## src/rtl/halloween_fx_sequencer_if.sv

```systemverilog
// Control bundle between the decoration sequencer and the board harness.
// Inputs: en (run switch), prog (4 x 4-bit opcode bank), snd_ack (sound player ack).
// Outputs: color/color_valid, snd_req/snd_code, fx, pc, busy, err.
interface halloween_fx_sequencer_if;
   logic        en;
   logic [15:0] prog;
   logic        snd_ack;
   logic [1:0]  color;
   logic        color_valid;
   logic        snd_req;
   logic [1:0]  snd_code;
   logic [2:0]  fx;
   logic [1:0]  pc;
   logic        busy;
   logic        err;

   // master: harness side, drives the switch, program bank and ack
   modport master (output en, prog, snd_ack,
                   input  color, color_valid, snd_req, snd_code, fx, pc, busy, err);
   // slave: sequencer side
   modport slave  (input  en, prog, snd_ack,
                   output color, color_valid, snd_req, snd_code, fx, pc, busy, err);
endinterface

```

## src/rtl/halloween_fx_sequencer.sv

```systemverilog
// Purpose: fetch/execute sequencer over a 4-slot opcode bank driving color, sound and movement FX.
// Latency: system/color op 2 cycles; sound op waits for snd_ack or SND_TIMEOUT; movement op holds fx DWELL_CYC cycles.
// Backpressure: sound player stalls the program via snd_req/snd_ack; en=0 aborts to IDLE on the next edge.
// Ports: clk, rst (async, active-high), bus (halloween_fx_sequencer_if.slave).
// Option: define SOUND_HANDSHAKE_EN for the ack/timeout handshake; otherwise snd_req is a 1-cycle pulse.
module halloween_fx_sequencer #(
   parameter int DWELL_CYC   = 20,
   parameter int DWELL_W     = 8,
   parameter int SND_TIMEOUT = 255
) (
   input logic                     clk,
   input logic                     rst,
   halloween_fx_sequencer_if.slave bus
);
   typedef enum logic [2:0] {S_IDLE, S_FETCH, S_EXEC, S_SND_WAIT, S_DWELL} state_t;

   localparam logic [DWELL_W-1:0] DWELL_LOAD = DWELL_W'(DWELL_CYC - 1);
`ifdef SOUND_HANDSHAKE_EN
   localparam logic [DWELL_W-1:0] SND_LOAD = DWELL_W'(SND_TIMEOUT - 1);
`else
   // Ack is meaningless without the handshake.
   logic unused_snd_ack;
   assign unused_snd_ack = bus.snd_ack;
`endif

   state_t             state_q, state_d;
   logic [3:0]         ir_q, ir_d;
   logic [DWELL_W-1:0] cnt_q, cnt_d;
   logic [1:0]         pc_q, pc_d;
   logic [1:0]         color_q, color_d;
   logic               color_valid_q, color_valid_d;
   logic               snd_req_q, snd_req_d;
   logic [1:0]         snd_code_q, snd_code_d;
   logic [2:0]         fx_q, fx_d;
   logic               busy_q, busy_d;
   logic               err_q, err_d;

   always_comb begin
      state_d       = state_q;
      ir_d          = ir_q;
      cnt_d         = cnt_q;
      pc_d          = pc_q;
      color_d       = color_q;
      color_valid_d = color_valid_q;
      snd_req_d     = snd_req_q;
      snd_code_d    = snd_code_q;
      fx_d          = fx_q;
      err_d         = err_q;
`ifndef SOUND_HANDSHAKE_EN
      // Without the handshake the request only lives for the cycle after EXEC.
      snd_req_d     = 1'b0;
`endif
      if (!bus.en) begin
         // Switch off wins over any completion this cycle; pc/color/err hold.
         state_d   = S_IDLE;
         snd_req_d = 1'b0;
         fx_d      = 3'b000;
      end else begin
         case (state_q)
            S_IDLE:  state_d = S_FETCH;
            S_FETCH: begin
               ir_d    = bus.prog[{pc_q, 2'b00} +: 4];
               state_d = S_EXEC;
            end
            S_EXEC: begin
               state_d = S_FETCH;
               pc_d    = pc_q + 2'd1;
               case (ir_q[3:2])
                  2'b00: begin
                     if (ir_q[1:0] == 2'b01) begin
                        color_d       = 2'b00;
                        color_valid_d = 1'b0;
                        fx_d          = 3'b000;
                        pc_d          = 2'd0;
                     end else if (ir_q[1]) begin
                        err_d = 1'b1;
                     end
                  end
                  2'b01: begin
                     if (ir_q[1:0] == 2'b11) begin
                        err_d = 1'b1;
                     end else begin
                        color_d       = ir_q[1:0];
                        color_valid_d = 1'b1;
                     end
                  end
                  2'b10: begin
                     if (ir_q[1:0] == 2'b11) begin
                        err_d = 1'b1;
                     end else begin
                        snd_req_d  = 1'b1;
                        snd_code_d = ir_q[1:0];
`ifdef SOUND_HANDSHAKE_EN
                        // pc advances only once the player answers or times out.
                        pc_d    = pc_q;
                        cnt_d   = SND_LOAD;
                        state_d = S_SND_WAIT;
`endif
                     end
                  end
                  default: begin
                     if (ir_q[1:0] == 2'b11) begin
                        err_d = 1'b1;
                     end else begin
                        fx_d    = 3'b001 << ir_q[1:0];
                        cnt_d   = DWELL_LOAD;
                        pc_d    = pc_q;
                        state_d = S_DWELL;
                     end
                  end
               endcase
            end
`ifdef SOUND_HANDSHAKE_EN
            S_SND_WAIT: begin
               if (bus.snd_ack || (cnt_q == '0)) begin
                  snd_req_d = 1'b0;
                  err_d     = err_q | ~bus.snd_ack;
                  pc_d      = pc_q + 2'd1;
                  state_d   = S_FETCH;
               end else begin
                  cnt_d = cnt_q - DWELL_W'(1);
               end
            end
`endif
            S_DWELL: begin
               if (cnt_q == '0) begin
                  fx_d    = 3'b000;
                  pc_d    = pc_q + 2'd1;
                  state_d = S_FETCH;
               end else begin
                  cnt_d = cnt_q - DWELL_W'(1);
               end
            end
            default: state_d = S_IDLE;
         endcase
      end
      busy_d = (state_d != S_IDLE);
   end

   always_ff @(posedge clk or posedge rst) begin
      if (rst) begin
         state_q       <= S_IDLE;
         ir_q          <= 4'h0;
         cnt_q         <= '0;
         pc_q          <= 2'd0;
         color_q       <= 2'b00;
         color_valid_q <= 1'b0;
         snd_req_q     <= 1'b0;
         snd_code_q    <= 2'b00;
         fx_q          <= 3'b000;
         busy_q        <= 1'b0;
         err_q         <= 1'b0;
      end else begin
         state_q       <= state_d;
         ir_q          <= ir_d;
         cnt_q         <= cnt_d;
         pc_q          <= pc_d;
         color_q       <= color_d;
         color_valid_q <= color_valid_d;
         snd_req_q     <= snd_req_d;
         snd_code_q    <= snd_code_d;
         fx_q          <= fx_d;
         busy_q        <= busy_d;
         err_q         <= err_d;
      end
   end

   assign bus.color       = color_q;
   assign bus.color_valid = color_valid_q;
   assign bus.snd_req     = snd_req_q;
   assign bus.snd_code    = snd_code_q;
   assign bus.fx          = fx_q;
   assign bus.pc          = pc_q;
   assign bus.busy        = busy_q;
   assign bus.err         = err_q;
endmodule

```

## src/flat_wrapper.sv

```systemverilog
// flat-port wrapper written by rule: the top's interface ports become plain ports
module halloween_fx_sequencer_flat 
#(
   parameter int DWELL_CYC   = 20,
   parameter int DWELL_W     = 8,
   parameter int SND_TIMEOUT = 255
)
  (clk, rst, bus_en, bus_prog, bus_snd_ack, bus_color, bus_color_valid, bus_snd_req, bus_snd_code, bus_fx, bus_pc, bus_busy, bus_err);
  halloween_fx_sequencer_if bus_i ();
  input logic clk;
  input logic rst;
  input wire logic [$bits(bus_i.en)-1:0] bus_en;
  input wire logic [$bits(bus_i.prog)-1:0] bus_prog;
  input wire logic [$bits(bus_i.snd_ack)-1:0] bus_snd_ack;
  output wire logic [$bits(bus_i.color)-1:0] bus_color;
  output wire logic [$bits(bus_i.color_valid)-1:0] bus_color_valid;
  output wire logic [$bits(bus_i.snd_req)-1:0] bus_snd_req;
  output wire logic [$bits(bus_i.snd_code)-1:0] bus_snd_code;
  output wire logic [$bits(bus_i.fx)-1:0] bus_fx;
  output wire logic [$bits(bus_i.pc)-1:0] bus_pc;
  output wire logic [$bits(bus_i.busy)-1:0] bus_busy;
  output wire logic [$bits(bus_i.err)-1:0] bus_err;
  assign bus_i.en = bus_en;
  assign bus_i.prog = bus_prog;
  assign bus_i.snd_ack = bus_snd_ack;
  assign bus_color = bus_i.color;
  assign bus_color_valid = bus_i.color_valid;
  assign bus_snd_req = bus_i.snd_req;
  assign bus_snd_code = bus_i.snd_code;
  assign bus_fx = bus_i.fx;
  assign bus_pc = bus_i.pc;
  assign bus_busy = bus_i.busy;
  assign bus_err = bus_i.err;
  halloween_fx_sequencer #(.DWELL_CYC(DWELL_CYC), .DWELL_W(DWELL_W), .SND_TIMEOUT(SND_TIMEOUT)) u_core (.clk(clk), .rst(rst), .bus(bus_i));
endmodule
```

## config.mk

```make
export PLATFORM = sky130hd
export DESIGN_NAME = halloween_fx_sequencer_flat
export DESIGN_NICKNAME = d
export VERILOG_FILES = /design/src/rtl/halloween_fx_sequencer_if.sv /design/src/rtl/halloween_fx_sequencer.sv /design/src/flat_wrapper.sv
export SDC_FILE = /design/constraint.sdc
export NUM_CORES = 1
export LEC_CHECK = 0
export BUFFER_PORTS_ARGS = -buffer_cell sky130_fd_sc_hd__buf_2
export CORE_ASPECT_RATIO = 1.75
export CORE_MARGIN = 10
export CORE_UTILIZATION = 48
export DETAILED_ROUTE_END_ITERATION = 8
export GPL_ROUTABILITY_DRIVEN = 0
export PLACE_DENSITY = 0.77
export SLEW_MARGIN = 20
export SYNTH_ARGS = -nofsm -noshare
export SYNTH_HDL_FRONTEND = slang
export SYNTH_SLANG_ARGS = --single-unit
```

## constraint.sdc

```tcl
create_clock -name clk -period 1.8 [get_ports clk]
set_input_delay 0.09 -clock clk [delete_from_list [all_inputs] [get_ports clk]]
set_output_delay 0.09 -clock clk [all_outputs]
set_load 0.005 [all_outputs]
```

======== Yosys cells after proc, flatten, opt, wreduce, memory -nomap -nowiden ========
Index checks and enable logic that the tools add are counted.
storage, ports and cells
  register bits after elaboration ......... 28
  input port bits ......................... 20
  output and inout bits ................... 13
  word-level logic and storage cells ...... 87
cells by class
  add/subtract/negate cells ............... 2
  equality and inequality tests ........... 21
  shift operators ......................... 2
  multiplexer cells ....................... 34
  bitwise logic cells ..................... 1
  reductions and logical operators ........ 16
operators with widths
  operator                                                                 number
  3-bit two-way mux                                                        8
  8-bit two-way mux                                                        3
  5-bit AND reduction                                                      4
  8-bit one-hot mux with 2 select lines                                    1
  16-bit by 5-bit variable part select with 4-bit output                   1
  2-bit one-hot mux with 2 select lines                                    3
  3-bit one-hot mux with 2 select lines                                    2
  3-bit one-hot mux with 4 select lines                                    1
  1-bit two-way mux                                                        10
  2-bit two-way mux                                                        5
  2-bit inequality test, second input constant                             5
  8-bit logical NOT                                                        1
  4-bit AND reduction                                                      2
  8-bit by 1-bit subtractor with 8-bit output, second input constant       1
  2-bit by 1-bit inequality test with 1-bit output, second input constant  3
  2-bit nonzero test                                                       3
  2-bit by 1-bit == test with 1-bit output, second input constant          2
  2-bit == test, second input constant                                     2
  4-bit by 2-bit inequality test with 1-bit output, second input constant  1
  4-bit by 3-bit inequality test with 1-bit output, second input constant  1
  4-bit inequality test, second input constant                             1
  3-bit by 1-bit == test with 1-bit output, second input constant          1
  3-bit by 2-bit == test with 1-bit output, second input constant          1
  3-bit == test, second input constant                                     1
  13 further kinds                                                         13

======== Logic depth before layout (Yosys ltp) ========
Gate-level depths: netlist of the first run.
  depth in word-level cells ............... 6
  depth in mapped cells ................... 7
  mapped depth without buffers ............ 6

======== Worst setup path after synthesis of the first run ========
No wires, ideal clock.
  path kind ............................... register to register
  start point ............................. register u_core.ir_q[2]
  end point ............................... register u_core.fx_q[2] (netlist: u_core.bus.fx[2])
  library setup time ...................... 0.076 ns
  arrival ................................. 1.945 ns
  required time ........................... 1.724 ns
  setup slack ............................. -0.221 ns
  cell stages (with the launch flop) ...... 8
  buffers on the path ..................... 1
  period minus slack after synthesis ...... 2.021 ns
  cells stage by stage .................... dfrtp_1 > inv_1 > ha_1 > clkbuf_1 > and2b_1 > or4_4 > or4_1 > o21ai_1
between the ends
  word-level cells in the longest chain between the ends .. 5
  elaborated cells on any way between the ends .. 11
  classes of those cells .................. eq/ne: 5; mux: 3; reduce/logical: 3
RTL lines
  item                                                                              line                           text
  start: declaration                                                                halloween_fx_sequencer.sv:27   logic [3:0] ir_q, ir_d;
  start signal: assignment                                                          halloween_fx_sequencer.sv:155  ir_q <= ir_d;
  2-bit by 1-bit == test with 1-bit output / 2-bit == test (equally long branches)  halloween_fx_sequencer.sv:68   case (ir_q[3:2])
  2-bit OR reduction (no source line)                                               n/a
  3-bit one-hot mux with 2 select lines                                             halloween_fx_sequencer.sv:68
  3-bit one-hot mux with 2 select lines                                             halloween_fx_sequencer.sv:59   case (state_q)
  3-bit two-way mux                                                                 halloween_fx_sequencer.sv:53   if (!bus.en) begin
  end signal: assignment                                                            halloween_fx_sequencer.sv:150  fx_q <= 3'b000;
  end signal: assignment                                                            halloween_fx_sequencer.sv:162  fx_q <= fx_d;
  end: declaration                                                                  halloween_fx_sequencer.sv:34   logic [2:0] fx_q, fx_d;
Several ways; a longest one is shown, not always the timed one.
A chain may end at the register's enable or synchronous reset.

======== Worst setup path in the final report of the first run ========
  start point ............................. register u_core.ir_q[2]
  end point ............................... register u_core.fx_q[1] (netlist: u_core.bus.fx[1])
The elaborated chain is that of the path after synthesis.

==> metrics, run 1 <==
critical path's slowest cell or4_1; Clock Sinks 28; area delta synth->final 30.3%; max-cap check violation count 0; pwr dens 1300 nW/um^2; pin count of the biggest net entering global routing 29; Crit. End Element flip-flop; Die Width 63.1 um; post-synthesis simple-gate area fraction 0.191; Reg clk slew, reported paths 0.10 ns; DRT met1 WL 1390 um; unique cell type count in the Yosys netlist 45; grt ovf 0; ys async rst share 1.00; Req. time, crit path 2.01 ns; DRT Wirelength 4150 um; Mapped Area 1560 um^2; Warnings, synthesis 0; proportion of layout cells with a drive suffix above 1 0.365; Max FO, Critical Path 4; internal power 0.00171 W; vias 1417; initial antenna violation count 0; GRT Util Overall 0.136; CTS tree built; Post-Synth XOR/XNOR Area 0; Sequential Power Share 0.361; Final #Nets 237; min Tclk post-route 1.92 ns; placed insts 244; fin util 0.647; status finished, violations left; hpwl dp 3070 um; Worst Max-Slew Pin Slew 0.481 ns; num rows 27; register area share after synthesis 0.449; Hold Crit Class in2reg; post-synthesis adder-cell area fraction 0.0401; clock network power share 0.187; IO Count 33; Slew HR 0.675; vias in the first global route 1504; Syn Inst Count 160; Ant. Diodes 0; CP peak stage delay 0.47 ns; final-report hold violation count 0; max-slew violation count 0; Compound-Gate Fraction of Synth Area 0.188; H-tree depth 1; largest family of logic cells by synthesized area simple AND/OR/NAND/NOR gates; highest routing layer actually used met4; Switching Share 0.352; IR drop worst, VDD 0.000935 V; DRC 0; Leak 0.983 nW; switching pwr 0.000930 W; met3 routed WL 175 um; final worst slack -0.123 ns; Post-Layout Cell Count 254; metal2 WL 2460 um; Clock Path Buffers 2; Finished Cell Area 2030 um^2; syn nets 185; Fmax 520 MHz; critical setup path kind reg2reg; Starting Density 0.497; most common cell after layout, fill and taps aside buf_2; crit path DAT 2.13 ns; Vert. Die Dim 95.4 um; root buf cell clkbuf_8; WL/cell 16.3 um; antenna-violating nets left 0; endpoints failing setup 3; ratio of final minimum period to clock period 1.07; die area 6020 um^2; core outline area 3140 um^2; ys flop type dfrtp_1; failing checks setup timing; global-route wire length before repair 6710 um; combinational group share of total power 0.451; I/O Buffers 31; clk_lat worst skew 0.27 ns; EDFF count, synth 0; Setup WS pre-CTS -0.106 ns; RSZ-0062 raised after global routing true; critical-path cell list inv_2 -> ha_4 -> a21o_1 -> or4_4 -> or4_1 -> o21ai_1; crit start category flip-flop; clk_skew 0.00423 ns; DR iter-0 viols 60; #FFs+latches synth 28; setup TNS -0.196 ns; first drt pass iteration count 4; Cell Area, Placed 1860 um^2; post-synthesis mux area share 0.0722; Synth Area per Inst 9.75 um^2; CTS buffer count 3; most frequent cells in the layout buf_2, dfrtp_1, buf_4; DR vias/cell 5.58
## state kept, by name (all words and copies together), names as in the netlist, 2 cells and up
register and flops:
u_core.bus.color 2, u_core.state_q 3, u_core.cnt_q 8, u_core.ir_q 4, u_core.bus.snd_code 2, u_core.bus.fx 3
u_core.bus.pc 2
## kinds of logic after synthesis
kind of cell / Yosys count
AOI/OAI and AO/OA: 46
adders and majority gates: 5
buffers and inverters: 20
DFF: 28
muxes: 6
and+or+nand+nor: 55
## synth_stat cells (2+ instances only)
cell type | instances | area [um^2]
nor3_1 | 2 | 10.0
and2b_1 | 2 | 15.0
a21oi_1 | 12 | 60.1
buf_2 | 2 | 10.0
a21o_1 | 2 | 15.0
or4_1 | 2 | 15.0
nand3_1 | 4 | 20.0
dfrtp_1 | 28 | 701
clkbuf_1 | 4 | 15.0
o21ai_0 | 12 | 60.1
a31oi_1 | 4 | 25.0
ha_1 | 5 | 62.6
nor3b_1 | 2 | 15.0
mux4_2 | 4 | 90.1
inv_1 | 12 | 45.0
and3_1 | 2 | 12.5
buf_6 | 2 | 22.5
nor2_1 | 8 | 30.0
nand4_1 | 2 | 12.5
a2bb2oi_1 | 2 | 17.5
nor4_1 | 2 | 12.5
nand2_1 | 18 | 67.6
nand2b_1 | 3 | 18.8
mux2_2 | 2 | 22.5
o2bb2ai_1 | 2 | 17.5
## critical path: cells and delay by family (launching register included)
family | cells | cell delay [ns]
flip-flops | 1 | 0.42
AND/OR/NAND/NOR | 2 | 0.91
buffers and inverters | 1 | 0.09
AO/OA/AOI/OAI | 2 | 0.24
adder cells (fa/ha/maj) | 1 | 0.19
## layer usage
metal,vias to the layer above,GRT usage
met5,-,0
met4,0,0.0730
met3,10,0.0235
met2,45,0.274
met1,683,0.124
li1,679,-
## power by group through the flow
stage | logic (W) | clock network [W] | registers, W
after global placement | 0.00101 | 0 | 0.000949
after global routing | 0.00132 | 0.000520 | 0.000977
after CTS | 0.00115 | 0.000497 | 0.000946
after detailed placement | 0.00105 | 0 | 0.000958
after floorplan | 0.000733 | 0 | 0.000909
final | 0.00119 | 0.000495 | 0.000954
## worst paths after layout
kind                                 from                 to  slack [ns]  cells past startpoint
min reg2reg                u_core.bus.err     u_core.bus.err        0.47                      1
max                        u_core.ir_q[2]   u_core.bus.fx[1]       -0.12                      6
min in group asynchronous             rst   u_core.bus.pc[1]        0.41                      4
max reg2reg                u_core.ir_q[2]   u_core.bus.fx[1]       -0.12                      6
min                                bus_en  u_core.state_q[0]        0.13                      2
max in group asynchronous             rst     u_core.bus.err        1.13                      4
## through the flow
stage / hold WS [ns] / total power [W]
4_1_cts: 0.122 / 0.00259
3_3_place_gp: 0.170 / 0.00196
5_1_grt: 0.137 / 0.00282
3_5_place_dp: 0.173 / 0.00201
6_report: 0.127 / 0.00264
2_1_floorplan: 0.155 / 0.00164
## final cells by class
| class | instances | area [um^2] |
|---|---|---|
| Fill cell | 253 | 1110 |
| Inverter | 12 | 45.0 |
| Multi-Input combinational cell | 112 | 825 |
| Clock inverter | 1 | 30.0 |
| Timing Repair Buffer | 55 | 338 |
| Sequential cell | 28 | 701 |
| Tap cell | 43 | 53.8 |
| Clock buffer | 3 | 41.3 |
## what timing repair did
item / CTS / global route
endpoints found under the setup margin: 6 / 19
pin swaps: 2 / 0
hold buffers: 1 / 0
resized for setup: 3 / 5
hold endpoints to repair: 28 / 0
buffers inserted: 4 / 1
No activity file was read; power rests on OpenSTA's default activity.
==> run 2: changes to the inputs <==
--- a/config.mk
+++ b/config.mk
@@ -5,13 +5,14 @@
 export SDC_FILE = /design/constraint.sdc
 export NUM_CORES = 1
 export LEC_CHECK = 0
+export ABC_AREA = 1
 export BUFFER_PORTS_ARGS = -buffer_cell sky130_fd_sc_hd__buf_2
 export CORE_ASPECT_RATIO = 1.75
 export CORE_MARGIN = 10
-export CORE_UTILIZATION = 48
+export CORE_UTILIZATION = 49
 export DETAILED_ROUTE_END_ITERATION = 8
 export GPL_ROUTABILITY_DRIVEN = 0
-export PLACE_DENSITY = 0.77
+export PLACE_DENSITY = 0.78
 export SLEW_MARGIN = 20
 export SYNTH_ARGS = -nofsm -noshare
 export SYNTH_HDL_FRONTEND = slang
==> metrics, run 2 <==
clk_lat worst skew 0.29 ns; DRC 0; Setup WS pre-CTS 0.226 ns; vias 1489; antenna-violating nets left 0; Post-CTS Resized 0; worst reg-to-reg path cell count 9; #FFs+latches synth 28; root buf cell clkbuf_8; DR vias/cell 5.03; syn nets 243; ys flop type dfrtp_1; Max FO, Critical Path 5; Syn Inst Count 218; ys async rst share 1.00; Worst Max-Slew Pin Slew 0.359 ns; Reg clk slew, reported paths 0.10 ns; core outline area 3210 um^2; crit start category flip-flop; GRT Util Overall 0.133; CTS Hold Bufs 1; crit path DAT 1.76 ns; hpwl dp 2950 um; pin count of the biggest net entering global routing 29; Largest register FFs 8; Clock Path Buffers 2; endpoints failing setup 0; Clock Sinks 28; final-report hold violation count 0; synth top area cells dfrtp_1, nand2_1, o21ai_0, nor2_1, nand3_1; EDFF count, synth 0; register area share after synthesis 0.426; Slew HR 0.761; final worst slack 0.220 ns; postcts setup bufs 0; IR drop worst, VDD 0.000853 V; most numerous cell in the Yosys netlist nand2_1; DR iter-0 viols 54; Hold Crit Class in2reg; Top reg by flops u_core.cnt_q; max-slew violation count 0; setup TNS 0 ns; CTS tree built; critical setup path kind reg2reg; Req. time, crit path 1.98 ns; min Tclk post-route 1.58 ns; most frequent cells in the layout nand2_1, buf_2, nor2_1, dfrtp_1, o21ai_0; Leak 1.02 nW; pwr dens 1470 nW/um^2; synth cell count leaders nand2_1, dfrtp_1, nor2_1, o21ai_0, nand3_1; area delta synth->final 17.6%; most common cell after layout, fill and taps aside nand2_1; Largest regs u_core.cnt_q: 8 flops, u_core.ir_q: 4 flops; Worst Hold Path Cells 5; Synth top area share 0.426; Filler cells 313; num rows 27; status finished clean; die area 6170 um^2; Mapped Area 1650 um^2; IO Count 33; Vert. Die Dim 96.7 um; ratio of final minimum period to clock period 0.878; Crit. End Element flip-flop; I/O Buffers 31; vias in the first global route 1547; Fmax 633 MHz; initial antenna violation count 0; H-tree depth 1; WL/cell 12.7 um; grt ovf 0; DRT Wirelength 3760 um; RSZ-0062 raised after global routing false; Starting Density 0.513; proportion of layout cells with a drive suffix above 1 0.237; max-cap check violation count 0; clk_skew 0.00269 ns; Synth Area per Inst 7.55 um^2; CTS buffer count 3; first drt pass iteration count 4; Warnings, synthesis 0; global-route wire length before repair 6840 um; unique cell type count in the Yosys netlist 25; Ant. Diodes 0; Die Width 63.8 um; Synth area leader dfrtp_1; Final #Nets 279
-- run 2: changes by cell type after synthesis, sizes merged, moves of 3 or more --
cell | before | now
clkbuf | 4 | 0
a21oi | 12 | 0
inv | 12 | 20
or4 | 3 | 0
a31oi | 4 | 1
nand3 | 4 | 17
nand2b | 3 | 0
nand2 | 18 | 67
nand4 | 2 | 5
mux4 | 4 | 0
o21ai | 13 | 28
nor2 | 8 | 35
xnor2 | 0 | 3
-- run 2: final cells by class --
cell class | count | area, um^2 | area share
Clock buffer | 3 | 41.3 | 0.0213
Clock inverter | 1 | 30.0 | 0.0155
Inverter | 20 | 75.1 | 0.0388
Multi-Input combinational cell | 167 | 856 | 0.442
Sequential cell | 28 | 701 | 0.362
Tap cell | 43 | 53.8 | 0.0278
Timing Repair Buffer | 34 | 180 | 0.0930
-- run 2: routing by layer --
| metal | global-route usage | part of all wire | up-vias |
|---|---|---|---|
| li1 | - | - | 775 |
| met1 | 0.125 | 0.38 | 691 |
| met2 | 0.259 | 0.58 | 18 |
| met3 | 0.0253 | 0.025 | 5 |
| met4 | 0.0588 | 0.017 | 0 |
| met5 | 0 | 0 | - |
-- run 2: path summary, 6_finish.rpt --
check	start	slack, ns	end
max in group asynchronous	rst	1.14	u_core.cnt_q[3]
max reg2reg	u_core.ir_q[3]	0.22	u_core.bus.color[1]
min	bus_prog[6]	0.13	u_core.ir_q[2]
min in group asynchronous	rst	0.40	u_core.bus.busy
min reg2reg	u_core.bus.err	0.49	u_core.bus.err
max	u_core.ir_q[3]	0.22	u_core.bus.color[1]
-- run 2: stage by stage --
step | cells | utilization | hold WS (ns) | power, W | instance area, um^2
after floorplan | 218 | - | 0.155 | 0.00198 | 1650
after detailed placement | 291 | 0.578 | 0.174 | 0.00236 | 1860
final | 296 | 0.604 | 0.134 | 0.00285 | 1940
after CTS | 296 | 0.604 | 0.146 | 0.00287 | 1940
after global placement | 291 | 0.578 | 0.171 | 0.00232 | 1860
after global routing | 296 | 0.604 | 0.189 | 0.00315 | 1940
-- run 2: logic make-up after synthesis --
kind of cell               Yosys count  share of synthesized area
DFF                                 28                      0.426
buffers and inverters               23                     0.0547
xor gates and xnor gates             4                     0.0213
adders and majority gates            5                     0.0380
AOI/OAI and AO/OA                   32                      0.103
and+or+nand+nor                    126                      0.357
-- run 2: report_power, final --
group / leakage [nW] / internal [W] / switching [W] / total (W)
Sequential: 0.367 / 0.000831 / 0.000197 / 0.00103
Clock: 0.0357 / 0.000299 / 0.000212 / 0.000511
Combinational: 0.621 / 0.000498 / 0.000808 / 0.00131
Total: 1.02 / 0.00163 / 0.00122 / 0.00285
-- run 2: critical path, stage by stage (launching register included) --
cell,delay [ns]
dfrtp_1,0.42
inv_1,0.11
ha_1,0.25
inv_1,0.11
nand2_1,0.10
nand2_1,0.07
o21ai_1,0.17
nor2_1,0.08
nand2_1,0.10
o21ai_1,0.07
==> run 3: changes to the inputs <==
--- a/config.mk
+++ b/config.mk
@@ -8,7 +8,6 @@
 export ABC_AREA = 1
 export BUFFER_PORTS_ARGS = -buffer_cell sky130_fd_sc_hd__buf_2
 export CORE_ASPECT_RATIO = 1.75
-export CORE_MARGIN = 10
 export CORE_UTILIZATION = 49
 export DETAILED_ROUTE_END_ITERATION = 8
 export GPL_ROUTABILITY_DRIVEN = 0
==> metrics, run 3 (synthesis results as in run 2) <==
Ant. Diodes 0; hpwl dp 2800 um; most frequent cells in the layout nand2_1, buf_2, nor2_1, dfrtp_1, o21ai_0; DR iter-0 viols 32; highest routing layer actually used met4; vias in the first global route 1549; Reg clk slew, reported paths 0.09 ns; WL/cell 11.9 um; Setup WS pre-CTS 0.225 ns; Clock Sinks 28; DRT met1 WL 1270 um; initial antenna violation count 0; root buf cell clkbuf_8; Max FO, Critical Path 5; Hold Path Origin bus_prog[7]; area delta synth->final 17.6%; num rows 27; Largest register FFs 8; Leak 1.02 nW; CP peak stage delay 0.39 ns; met3 routed WL 77 um; Post-CTS Resized 0; Worst Max-Slew Pin Slew 0.367 ns; crit start category flip-flop; Post-Layout Cell Count 296; most common cell after layout, fill and taps aside nand2_1; RSZ-0062 raised after global routing false; Fmax 618 MHz; GRT Util Overall 0.229; clk_lat worst skew 0.28 ns; Final #Nets 279; Critical Path Start u_core.ir_q[2]; DRT Wirelength 3520 um; first drt pass iteration count 4; CP Buf/Inv Count 2; Slew HR 0.756; Vert. Die Dim 78.7 um; Pwr Total 0.00282 W; Req. time, crit path 1.97 ns; Cell Area, Placed 1860 um^2; DR vias/cell 5.17; clk_skew 0.00288 ns; global-route wire length before repair 6090 um; IR drop worst, VDD 0.000710 V; status finished clean; Clock Path Buffers 2; critical setup path kind reg2reg; core outline area 3180 um^2; crit path DAT 1.79 ns; final worst slack 0.181 ns; Crit. End Element flip-flop; pwr dens 1460 nW/um^2; die area 3610 um^2; reg2reg start u_core.ir_q[2]; Starting Density 0.519; min Tclk post-route 1.62 ns; postcts setup bufs 0; placed insts 291; DRC 0; Finished Cell Area 1940 um^2; metal2 WL 2090 um; pin count of the biggest net entering global routing 29; H-tree depth 1; Largest regs u_core.cnt_q: 8 flops, u_core.ir_q: 4 flops; endpoints failing setup 0; max-slew violation count 0; Hold Crit Class in2reg; CTS tree built; vias 1529; CTS Hold Bufs 1; proportion of layout cells with a drive suffix above 1 0.237; grt ovf 0; critical-path cell list inv_1 -> ha_1 -> inv_1 -> nand2_1 -> nand2_1 -> nand2_1 -> nand2_1 -> nand3_1 -> nand3_1 -> nand2_1; antenna-violating nets left 0; IO Count 33; ratio of final minimum period to clock period 0.900; cell family with most CP delay simple AND/OR/NAND/NOR gates; I/O Buffers 31; CTS buffer count 3; critical path's slowest cell dfrtp_1; final-report hold violation count 0; max-cap check violation count 0; Top reg by flops u_core.cnt_q; cell mode on critical path nand2_1; setup TNS 0 ns; Die Width 45.8 um
[run 3: cell counts in the layout (fill, tap and decap cells not counted)]
Identical to the previous run, type by type.
[run 3: final cells by class]
class	instances	area [um^2]
fillers	325	1240
multi-input cells	167	856
flip-flops and latches	28	701
repair buffers	34	180
inverters	20	75.1
well taps	43	53.8
clock buffers	3	41.3
clock inverters	1	30.0
[run 3: routing by layer]
layer	global-route usage	vias up
li1	-	772
met2	0.443	27
met5	0	-
met3	0.0322	9
met4	0.109	0
met1	0.212	721
[run 3: final timing paths]
kind | cells past startpoint | slack [ns] | to
min | 5 | 0.15 | u_core.ir_q[3]
min reg2reg | 1 | 0.50 | u_core.bus.err
max reg2reg | 10 | 0.18 | u_core.bus.fx[1]
max | 10 | 0.18 | u_core.bus.fx[1]
max in group asynchronous | 4 | 1.12 | u_core.bus.fx[1]
min in group asynchronous | 4 | 0.41 | u_core.bus.snd_req
[run 3: worst min-delay path: cells and delay by family]
| kind | cells | cell delay [ns] |
|---|---|---|
| buffers and inverters | 1 | 0.07 |
| AOI/OAI and AO/OA | 3 | 0.19 |
| and+or+nand+nor | 1 | 0.05 |
[run 3: metrics by stage]
step	hold slack, ns	util
2_1_floorplan	0.155	-
3_3_place_gp	0.172	0.584
3_5_place_dp	0.177	0.584
4_1_cts	0.146	0.610
5_1_grt	0.175	0.610
6_report	0.146	0.610
[run 3: where the power goes]
part           switching (W)  internal (W)  total, W
Clock               0.000196      0.000298  0.000494
Combinational       0.000802      0.000494   0.00130
Sequential          0.000199      0.000831   0.00103
Total                0.00120       0.00162   0.00282
